**src/rtl/processing_unit_gen2_if.sv**
```systemverilog
// Control-unit / memory boundary of processing_unit_gen2: load and select
// strobes flow in, architectural outputs and multiplier status flow back.
interface processing_unit_gen2_if #(
    parameter int WORD_SIZE = 8,
    parameter int NUM_REGS  = 4
);
    localparam int SEL1_SIZE    = $clog2(NUM_REGS + 1);
    localparam int REG_SEL_SIZE = $clog2(NUM_REGS);

    logic [WORD_SIZE-1:0]    mem_word;
    logic                    load_reg;
    logic [REG_SEL_SIZE-1:0] load_reg_sel;
    logic                    load_pc;
    logic                    inc_pc;
    logic                    load_ir;
    logic                    load_add_r;
    logic                    load_reg_y;
    logic                    load_flags;
    logic [SEL1_SIZE-1:0]    sel_bus_1;
    logic [1:0]              sel_bus_2;
    logic                    alu_start;

    logic [WORD_SIZE-1:0]    instruction;
    logic [WORD_SIZE-1:0]    address;
    logic [WORD_SIZE-1:0]    bus_1;
    logic                    zflag;
    logic                    cflag;
    logic                    nflag;
    logic                    alu_busy;
    logic                    alu_done;

    modport master (
        output mem_word, load_reg, load_reg_sel, load_pc, inc_pc, load_ir,
               load_add_r, load_reg_y, load_flags, sel_bus_1, sel_bus_2, alu_start,
        input  instruction, address, bus_1, zflag, cflag, nflag, alu_busy, alu_done
    );

    modport slave (
        input  mem_word, load_reg, load_reg_sel, load_pc, inc_pc, load_ir,
               load_add_r, load_reg_y, load_flags, sel_bus_1, sel_bus_2, alu_start,
        output instruction, address, bus_1, zflag, cflag, nflag, alu_busy, alu_done
    );
endinterface

```
**src/rtl/processing_unit_gen2.sv**
```systemverilog
// RISC datapath: register file, PC, IR, address and Y registers, status flags
// and an ALU whose MUL opcode runs an iterative shift-add multiplier.
module processing_unit_gen2 #(
    parameter int WORD_SIZE = 8,
    parameter int OP_SIZE   = 4,
    parameter int NUM_REGS  = 4
) (
    input  logic                 clk,
    input  logic                 rst,
    processing_unit_gen2_if.slave bus
);
    localparam int SEL1_SIZE    = $clog2(NUM_REGS + 1);
    localparam int REG_SEL_SIZE = $clog2(NUM_REGS);
    localparam int COUNT_W      = $clog2(WORD_SIZE) + 1;
    localparam logic [COUNT_W-1:0] LAST_COUNT = COUNT_W'(WORD_SIZE - 1);

    localparam logic [OP_SIZE-1:0] OP_NOP = OP_SIZE'(0);
    localparam logic [OP_SIZE-1:0] OP_ADD = OP_SIZE'(1);
    localparam logic [OP_SIZE-1:0] OP_SUB = OP_SIZE'(2);
    localparam logic [OP_SIZE-1:0] OP_AND = OP_SIZE'(3);
    localparam logic [OP_SIZE-1:0] OP_NOT = OP_SIZE'(4);
    localparam logic [OP_SIZE-1:0] OP_OR  = OP_SIZE'(5);
    localparam logic [OP_SIZE-1:0] OP_XOR = OP_SIZE'(6);
    localparam logic [OP_SIZE-1:0] OP_SHL = OP_SIZE'(7);
    localparam logic [OP_SIZE-1:0] OP_SHR = OP_SIZE'(8);
    localparam logic [OP_SIZE-1:0] OP_MUL = OP_SIZE'(9);

    typedef enum logic [1:0] {
        MUL_IDLE,
        MUL_BUSY,
        MUL_DONE
    } mul_state_t;

    logic [WORD_SIZE-1:0]    regs [NUM_REGS];
    logic [WORD_SIZE-1:0]    pc;
    logic [WORD_SIZE-1:0]    ir;
    logic [WORD_SIZE-1:0]    add_r;
    logic [WORD_SIZE-1:0]    reg_y;
    logic                    zflag_q;
    logic                    cflag_q;
    logic                    nflag_q;

    logic [SEL1_SIZE-1:0]    sel1;
    logic [REG_SEL_SIZE-1:0] wr_sel;
    logic [OP_SIZE-1:0]      opcode;
    logic [WORD_SIZE-1:0]    bus_1_val;
    logic [WORD_SIZE-1:0]    bus_2_val;
    logic [WORD_SIZE-1:0]    alu_result;
    logic                    alu_carry;
    logic [WORD_SIZE:0]      sum;
    logic [WORD_SIZE:0]      diff;

    mul_state_t              state;
    mul_state_t              state_next;
    logic                    busy;
    logic                    done;
    logic                    start_accept;
    logic [2*WORD_SIZE-1:0]  mcand;
    logic [WORD_SIZE-1:0]    mplier;
    logic [2*WORD_SIZE-1:0]  prod;
    logic [COUNT_W-1:0]      count;

    assign sel1   = bus.sel_bus_1;
    assign wr_sel = bus.load_reg_sel;
    assign opcode = ir[WORD_SIZE-1 -: OP_SIZE];

    // Codes above NUM_REGS fall through to zero.
    always_comb begin
        bus_1_val = '0;
        for (int i = 0; i < NUM_REGS; i++) begin
            if (int'(sel1) == i) bus_1_val = regs[i];
        end
        if (int'(sel1) == NUM_REGS) bus_1_val = pc;
    end

    always_comb begin
        case (bus.sel_bus_2)
            2'd0:    bus_2_val = alu_result;
            2'd1:    bus_2_val = bus_1_val;
            2'd2:    bus_2_val = bus.mem_word;
            default: bus_2_val = '0;
        endcase
    end

    assign sum  = {1'b0, reg_y} + {1'b0, bus_1_val};
    assign diff = {1'b0, reg_y} - {1'b0, bus_1_val};

    // NOTE: every output gets a default before the case so no path leaves a
    // value unassigned, which would otherwise infer a latch.
    always_comb begin
        alu_result = '0;
        alu_carry  = 1'b0;
        case (opcode)
            OP_NOP: alu_result = bus_1_val;
            OP_ADD: {alu_carry, alu_result} = sum;
            OP_SUB: {alu_carry, alu_result} = diff;
            OP_AND: alu_result = reg_y & bus_1_val;
            OP_NOT: alu_result = ~bus_1_val;
            OP_OR:  alu_result = reg_y | bus_1_val;
            OP_XOR: alu_result = reg_y ^ bus_1_val;
            OP_SHL: begin
                alu_result = bus_1_val << 1;
                alu_carry  = bus_1_val[WORD_SIZE-1];
            end
            OP_SHR: begin
                alu_result = bus_1_val >> 1;
                alu_carry  = bus_1_val[0];
            end
            OP_MUL: begin
                alu_result = prod[WORD_SIZE-1:0];
                alu_carry  = |prod[2*WORD_SIZE-1:WORD_SIZE];
            end
            default: ;
        endcase
    end

    // Multiplier sequencer: a start is honoured in IDLE and in the DONE
    // cycle, so back-to-back multiplies lose no cycle.
    always_comb begin
        state_next   = state;
        busy         = 1'b0;
        done         = 1'b0;
        start_accept = bus.alu_start && (opcode == OP_MUL) && (state != MUL_BUSY);
        case (state)
            MUL_IDLE: if (start_accept) state_next = MUL_BUSY;
            MUL_BUSY: begin
                busy = 1'b1;
                if (count == LAST_COUNT) state_next = MUL_DONE;
            end
            MUL_DONE: begin
                done       = 1'b1;
                state_next = start_accept ? MUL_BUSY : MUL_IDLE;
            end
            default: state_next = MUL_IDLE;
        endcase
    end

    // NOTE: sequential state uses non-blocking assignments so every register
    // samples pre-edge values regardless of statement order.
    always_ff @(posedge clk or negedge rst) begin
        if (!rst) state <= MUL_IDLE;
        else      state <= state_next;
    end

    always_ff @(posedge clk or negedge rst) begin
        if (!rst) begin
            mcand  <= '0;
            mplier <= '0;
            prod   <= '0;
            count  <= '0;
        end else if (start_accept) begin
            mcand  <= {{WORD_SIZE{1'b0}}, reg_y};
            mplier <= bus_1_val;
            prod   <= '0;
            count  <= '0;
        end else if (busy) begin
            if (mplier[0]) prod <= prod + mcand;
            mcand  <= mcand << 1;
            mplier <= mplier >> 1;
            count  <= count + COUNT_W'(1);
        end
    end

    // NOTE: the register file is reset explicitly; it is small flop storage,
    // not a RAM macro, and software may rely on all registers reading zero.
    always_ff @(posedge clk or negedge rst) begin
        if (!rst) begin
            for (int i = 0; i < NUM_REGS; i++) regs[i] <= '0;
        end else begin
            for (int i = 0; i < NUM_REGS; i++) begin
                if (bus.load_reg && int'(wr_sel) == i) regs[i] <= bus_2_val;
            end
        end
    end

    always_ff @(posedge clk or negedge rst) begin
        if (!rst) begin
            pc      <= '0;
            ir      <= '0;
            add_r   <= '0;
            reg_y   <= '0;
            zflag_q <= 1'b0;
            cflag_q <= 1'b0;
            nflag_q <= 1'b0;
        end else begin
            if (bus.load_pc)      pc <= bus_2_val;
            else if (bus.inc_pc)  pc <= pc + WORD_SIZE'(1);
            if (bus.load_ir)      ir    <= bus_2_val;
            if (bus.load_add_r)   add_r <= bus_2_val;
            if (bus.load_reg_y)   reg_y <= bus_2_val;
            // Flags stay frozen while the product is still partial.
            if (bus.load_flags && !busy) begin
                zflag_q <= (alu_result == '0);
                cflag_q <= alu_carry;
                nflag_q <= alu_result[WORD_SIZE-1];
            end
        end
    end

    assign bus.instruction = ir;
    assign bus.address     = add_r;
    assign bus.bus_1       = bus_1_val;
    assign bus.zflag       = zflag_q;
    assign bus.cflag       = cflag_q;
    assign bus.nflag       = nflag_q;
    assign bus.alu_busy    = busy;
    assign bus.alu_done    = done;
endmodule

```
**src/flat_wrapper.sv**
```systemverilog
// flat-port wrapper written by rule: the top's interface ports become plain ports
module processing_unit_gen2_flat 
#(
    parameter int WORD_SIZE = 8,
    parameter int OP_SIZE   = 4,
    parameter int NUM_REGS  = 4
)
  (clk, rst, bus_mem_word, bus_load_reg, bus_load_reg_sel, bus_load_pc, bus_inc_pc, bus_load_ir, bus_load_add_r, bus_load_reg_y, bus_load_flags, bus_sel_bus_1, bus_sel_bus_2, bus_alu_start, bus_instruction, bus_address, bus_bus_1, bus_zflag, bus_cflag, bus_nflag, bus_alu_busy, bus_alu_done);
  processing_unit_gen2_if #(.WORD_SIZE(WORD_SIZE), .NUM_REGS(NUM_REGS)) bus_i ();
  input  logic clk;
  input  logic rst;
  input wire logic [$bits(bus_i.mem_word)-1:0] bus_mem_word;
  input wire logic [$bits(bus_i.load_reg)-1:0] bus_load_reg;
  input wire logic [$bits(bus_i.load_reg_sel)-1:0] bus_load_reg_sel;
  input wire logic [$bits(bus_i.load_pc)-1:0] bus_load_pc;
  input wire logic [$bits(bus_i.inc_pc)-1:0] bus_inc_pc;
  input wire logic [$bits(bus_i.load_ir)-1:0] bus_load_ir;
  input wire logic [$bits(bus_i.load_add_r)-1:0] bus_load_add_r;
  input wire logic [$bits(bus_i.load_reg_y)-1:0] bus_load_reg_y;
  input wire logic [$bits(bus_i.load_flags)-1:0] bus_load_flags;
  input wire logic [$bits(bus_i.sel_bus_1)-1:0] bus_sel_bus_1;
  input wire logic [$bits(bus_i.sel_bus_2)-1:0] bus_sel_bus_2;
  input wire logic [$bits(bus_i.alu_start)-1:0] bus_alu_start;
  output wire logic [$bits(bus_i.instruction)-1:0] bus_instruction;
  output wire logic [$bits(bus_i.address)-1:0] bus_address;
  output wire logic [$bits(bus_i.bus_1)-1:0] bus_bus_1;
  output wire logic [$bits(bus_i.zflag)-1:0] bus_zflag;
  output wire logic [$bits(bus_i.cflag)-1:0] bus_cflag;
  output wire logic [$bits(bus_i.nflag)-1:0] bus_nflag;
  output wire logic [$bits(bus_i.alu_busy)-1:0] bus_alu_busy;
  output wire logic [$bits(bus_i.alu_done)-1:0] bus_alu_done;
  assign bus_i.mem_word = bus_mem_word;
  assign bus_i.load_reg = bus_load_reg;
  assign bus_i.load_reg_sel = bus_load_reg_sel;
  assign bus_i.load_pc = bus_load_pc;
  assign bus_i.inc_pc = bus_inc_pc;
  assign bus_i.load_ir = bus_load_ir;
  assign bus_i.load_add_r = bus_load_add_r;
  assign bus_i.load_reg_y = bus_load_reg_y;
  assign bus_i.load_flags = bus_load_flags;
  assign bus_i.sel_bus_1 = bus_sel_bus_1;
  assign bus_i.sel_bus_2 = bus_sel_bus_2;
  assign bus_i.alu_start = bus_alu_start;
  assign bus_instruction = bus_i.instruction;
  assign bus_address = bus_i.address;
  assign bus_bus_1 = bus_i.bus_1;
  assign bus_zflag = bus_i.zflag;
  assign bus_cflag = bus_i.cflag;
  assign bus_nflag = bus_i.nflag;
  assign bus_alu_busy = bus_i.alu_busy;
  assign bus_alu_done = bus_i.alu_done;
  processing_unit_gen2 #(.WORD_SIZE(WORD_SIZE), .OP_SIZE(OP_SIZE), .NUM_REGS(NUM_REGS)) u_core (.clk(clk), .rst(rst), .bus(bus_i));
endmodule
```
**config.mk**
```make
export PLATFORM = sky130hd
export DESIGN_NAME = processing_unit_gen2_flat
export DESIGN_NICKNAME = d
export VERILOG_FILES = /design/src/rtl/processing_unit_gen2_if.sv /design/src/rtl/processing_unit_gen2.sv /design/src/flat_wrapper.sv
export SDC_FILE = /design/constraint.sdc
export NUM_CORES = 1
export LEC_CHECK = 0
export CAP_MARGIN = 15
export CORE_AREA = 2 2 158 160
export DETAILED_ROUTE_END_ITERATION = 6
export DIE_AREA = 0 0 160 162
export GPL_TIMING_DRIVEN = 0
export HOLD_SLACK_MARGIN = 0.02
export REMOVE_ABC_BUFFERS = 1
export SYNTH_ARGS = -nofsm -noshare
export SYNTH_HDL_FRONTEND = slang
export SYNTH_SLANG_ARGS = --single-unit
```
**constraint.sdc**
```tcl
create_clock -name clk -period 10.4 [get_ports clk]
set_input_delay 1.56 -clock clk [delete_from_list [all_inputs] [get_ports clk]]
set_output_delay 1.56 -clock clk [all_outputs]
set_load 0.01 [all_outputs]
```
==> out/metrics.csv <==
stage,metric,value,unit
placed_design,routability congestion estimate,0.8717,
placed_design,dpl cells,1165,
global_routing,largest net degree at the start of global routing,93,
floorplanning,IO Count,54,
cts,postcts setup bufs,0,
final_layout,share of cells above drive strength 1,0.07446,
floorplanning,Starting Density,0.2973,
sta,final count of negative-setup-slack endpoints,0,
route,Via density,5.167,
final_layout,"commonest cells after routing, fill and taps aside","113 x dfrtp_1, 110 x nand2_1, 81 x nor2_1",
cts,total CTS buffers,17,
power,Leak Pwr,0.003743,µW
cts,Max H-tree Level,4,
floorplanning,Core Box Area,24110,µm²
synth,main flop type after synthesis,dfrtp_1,
cts,CTS Hold Bufs,0,
placed_design,IO buf count,53,
global_routing,initial antenna violation count,1,
sta,worst slew pin tran,1.166,ns
critical_path,CP startpoint kind,input port,
synth,Netlist Area Pre-Place,7167,µm²
synth,"Distinct cells, synth",74,
floorplanning,chip height,162,µm
route,"wirelength, routed",20170,µm
final_layout,Finished Layout Cells,1197,
cts,Clock Path Buffers,2,
critical_path,maximum fanout along the worst path,15,
sta,setup TNS,0,ns
global_routing,first-pass GRT wire length,33000,µm
flow_run,MaxCap Viol Count,0,
route,DRC viols,0,
route,initial DRC count,473,
synth,Mapped Cells,831,
cts,clk sink count,113,
synth,"EDFF count, synth",0,
global_routing,Overflow after GRT,0,
power,P per Cell Area,227.5,nW/µm²
cts,CTS tree,yes,
route,ANT nets after route,0,
critical_path,Worst Setup Path Type,in2reg,
sta,RSZ-0062 raised after global routing,no,
synth,"FFs w/ async S/R, synth",1.000,
final_layout,fin nets,926,
critical_path,Worst Path Arrival,6.55,ns
route,Routed WL per cell,16.85,µm
final_layout,antenna diode count,0,
cts,"Reg clk slew, reported paths",0.06,ns
final_layout,"most common cell after layout, fill and taps aside",dfrtp_1,
synth,register area share after synthesis,0.3946,
synth,syn_area_per_cell,8.624,µm²
sta,"Slew Viols, Final",0,
cts,Clock Latency Late Sink,0.43,ns
synth,"FF+latch count, synth",113,
power,Peak VDD IR,0.08723,mV
sta,Max Clock Freq,0.1590,GHz
critical_path,Worst Path Required,10.66,ns
global_routing,vias in the first global route,5992,
worst_hold_path,Hold/Removal Path Class,reg2reg,
sta,final period utilization,0.6049,
critical_path,Setup crit end kind,flip-flop,
cts,CTS resizes,0,
final_layout,fin util,0.3560,
outcome,status,completed,
floorplanning,row count,57,
sta,final-report hold violation count,0,
sta,clk_skew,0.01400,ns
sta,Period minus WS final,6.291,ns
power,Pwr Total,1952,µW
cts,CTS Root Cell,clkbuf_16,
route,Pre-antenna DRT Iters,5,
sta,relative slew slack,0.2114,
synth,Syn. warnings,0,
placed_design,Post-DP HPWL,14080,µm
route,via count,6185,
global_routing,All-Layer GR Usage,0.1600,
floorplanning,die width,160,µm
floorplanning,DIE AREA,25920,µm²
final_layout,synthesis-to-finish area growth,19.73,%
## report_power, final
| group | switching [µW] | leakage, µW | total (µW) | internal (µW) |
|---|---|---|---|---|
| sequential | 113 | 0.00144 | 667 | 554 |
| clock | 245 | 0.000303 | 611 | 366 |
| combinational | 392 | 0.00200 | 674 | 282 |
## worst max-delay path, cell delays in order
cell and delay, ns:
clkdlybuf4s50_1 0.92, mux4_2 0.63, a21oi_2 0.44, inv_1 0.24, ha_1 0.34, a211oi_1 0.41
o21ai_0 0.19, a21oi_1 0.21, a21bo_2 0.25, a221oi_1 0.36, o211ai_1 0.17, a32oi_2 0.65
mux2i_1 0.16
## final timing paths
kind	to	slack, ns	from	depth (start not counted)
max	u_core.pc[5]	4.11	bus_sel_bus_1[0]	13
min	u_core.mplier[6]	0.48	u_core.mplier[7]	2
max reg2reg	u_core.pc[5]	5.91	u_core.regs[9]	12
min reg2reg	u_core.mplier[6]	0.48	u_core.mplier[7]	2
max in group asynchronous	u_core.pc[6]	8.70	rst	2
min in group asynchronous	u_core.state[1]	0.99	rst	1
## synthesized netlist by cell type, drive strengths merged (12+ instances only)
cell type  instances  share of area
nor3              14         0.0098
xnor2             18          0.022
nor2              81          0.042
nor2b             12          0.010
mux2i             17          0.024
o21ai             77          0.054
a21oi             81          0.058
nand3             24          0.017
buf               12         0.0073
dfrtp            113           0.39
clkbuf            32          0.017
ha                39          0.068
nand2            110          0.058
inv               31          0.016
## flip-flops by register name, indices dropped and copies added (netlist names)
name,flops
u_core.regs,32
u_core.mcand,16
u_core.prod,16
u_core.bus.address,8
u_core.bus.instruction,8
u_core.mplier,8
u_core.pc,8
u_core.reg_y,8
u_core.count,4
u_core.state,2
u_core.bus.cflag,1
u_core.bus.nflag,1
u_core.bus.zflag,1
## per-layer routing
metal	vias to the layer above	wire, µm	global-route usage
met3	20	1071	0.03524
li1	3038	-	-
met1	2952	9860	0.2253
met2	173	8914	0.2428
met5	-	7	0
met4	2	317	0.05569
## cell families after synthesis
group,after synthesis,synth area share
and+or+nand+nor,294,0.1880
xor gates and xnor gates,29,0.03544
AOI/OAI and AO/OA,254,0.2280
DFF,113,0.3946
buffers and inverters,76,0.04085
adders and majority gates,41,0.07367
muxes,24,0.03945
## area by class of cell
cell class                      count  area (µm²)
Timing Repair Buffer               54       559.3
Fill cell                        2556       15520
Inverter                           32       120.1
Sequential cell                   113        2828
Clock buffer                       17       425.4
Tap cell                          324       405.4
Multi-Input combinational cell    642        4056
Clock inverter                     15       186.4
## stage by stage
step                setup slack [ns]  hold slack [ns]  area [µm²]
floorplan                      5.721           0.4446        6994
global placement               3.103           0.4597        7930
detailed placement             3.786           0.4701        7969
CTS                            4.216           0.4834        8581
global route                   3.750           0.5064        8581
finish                         4.109           0.4795        8581
Note: power is estimated with default switching activity, not from simulation.
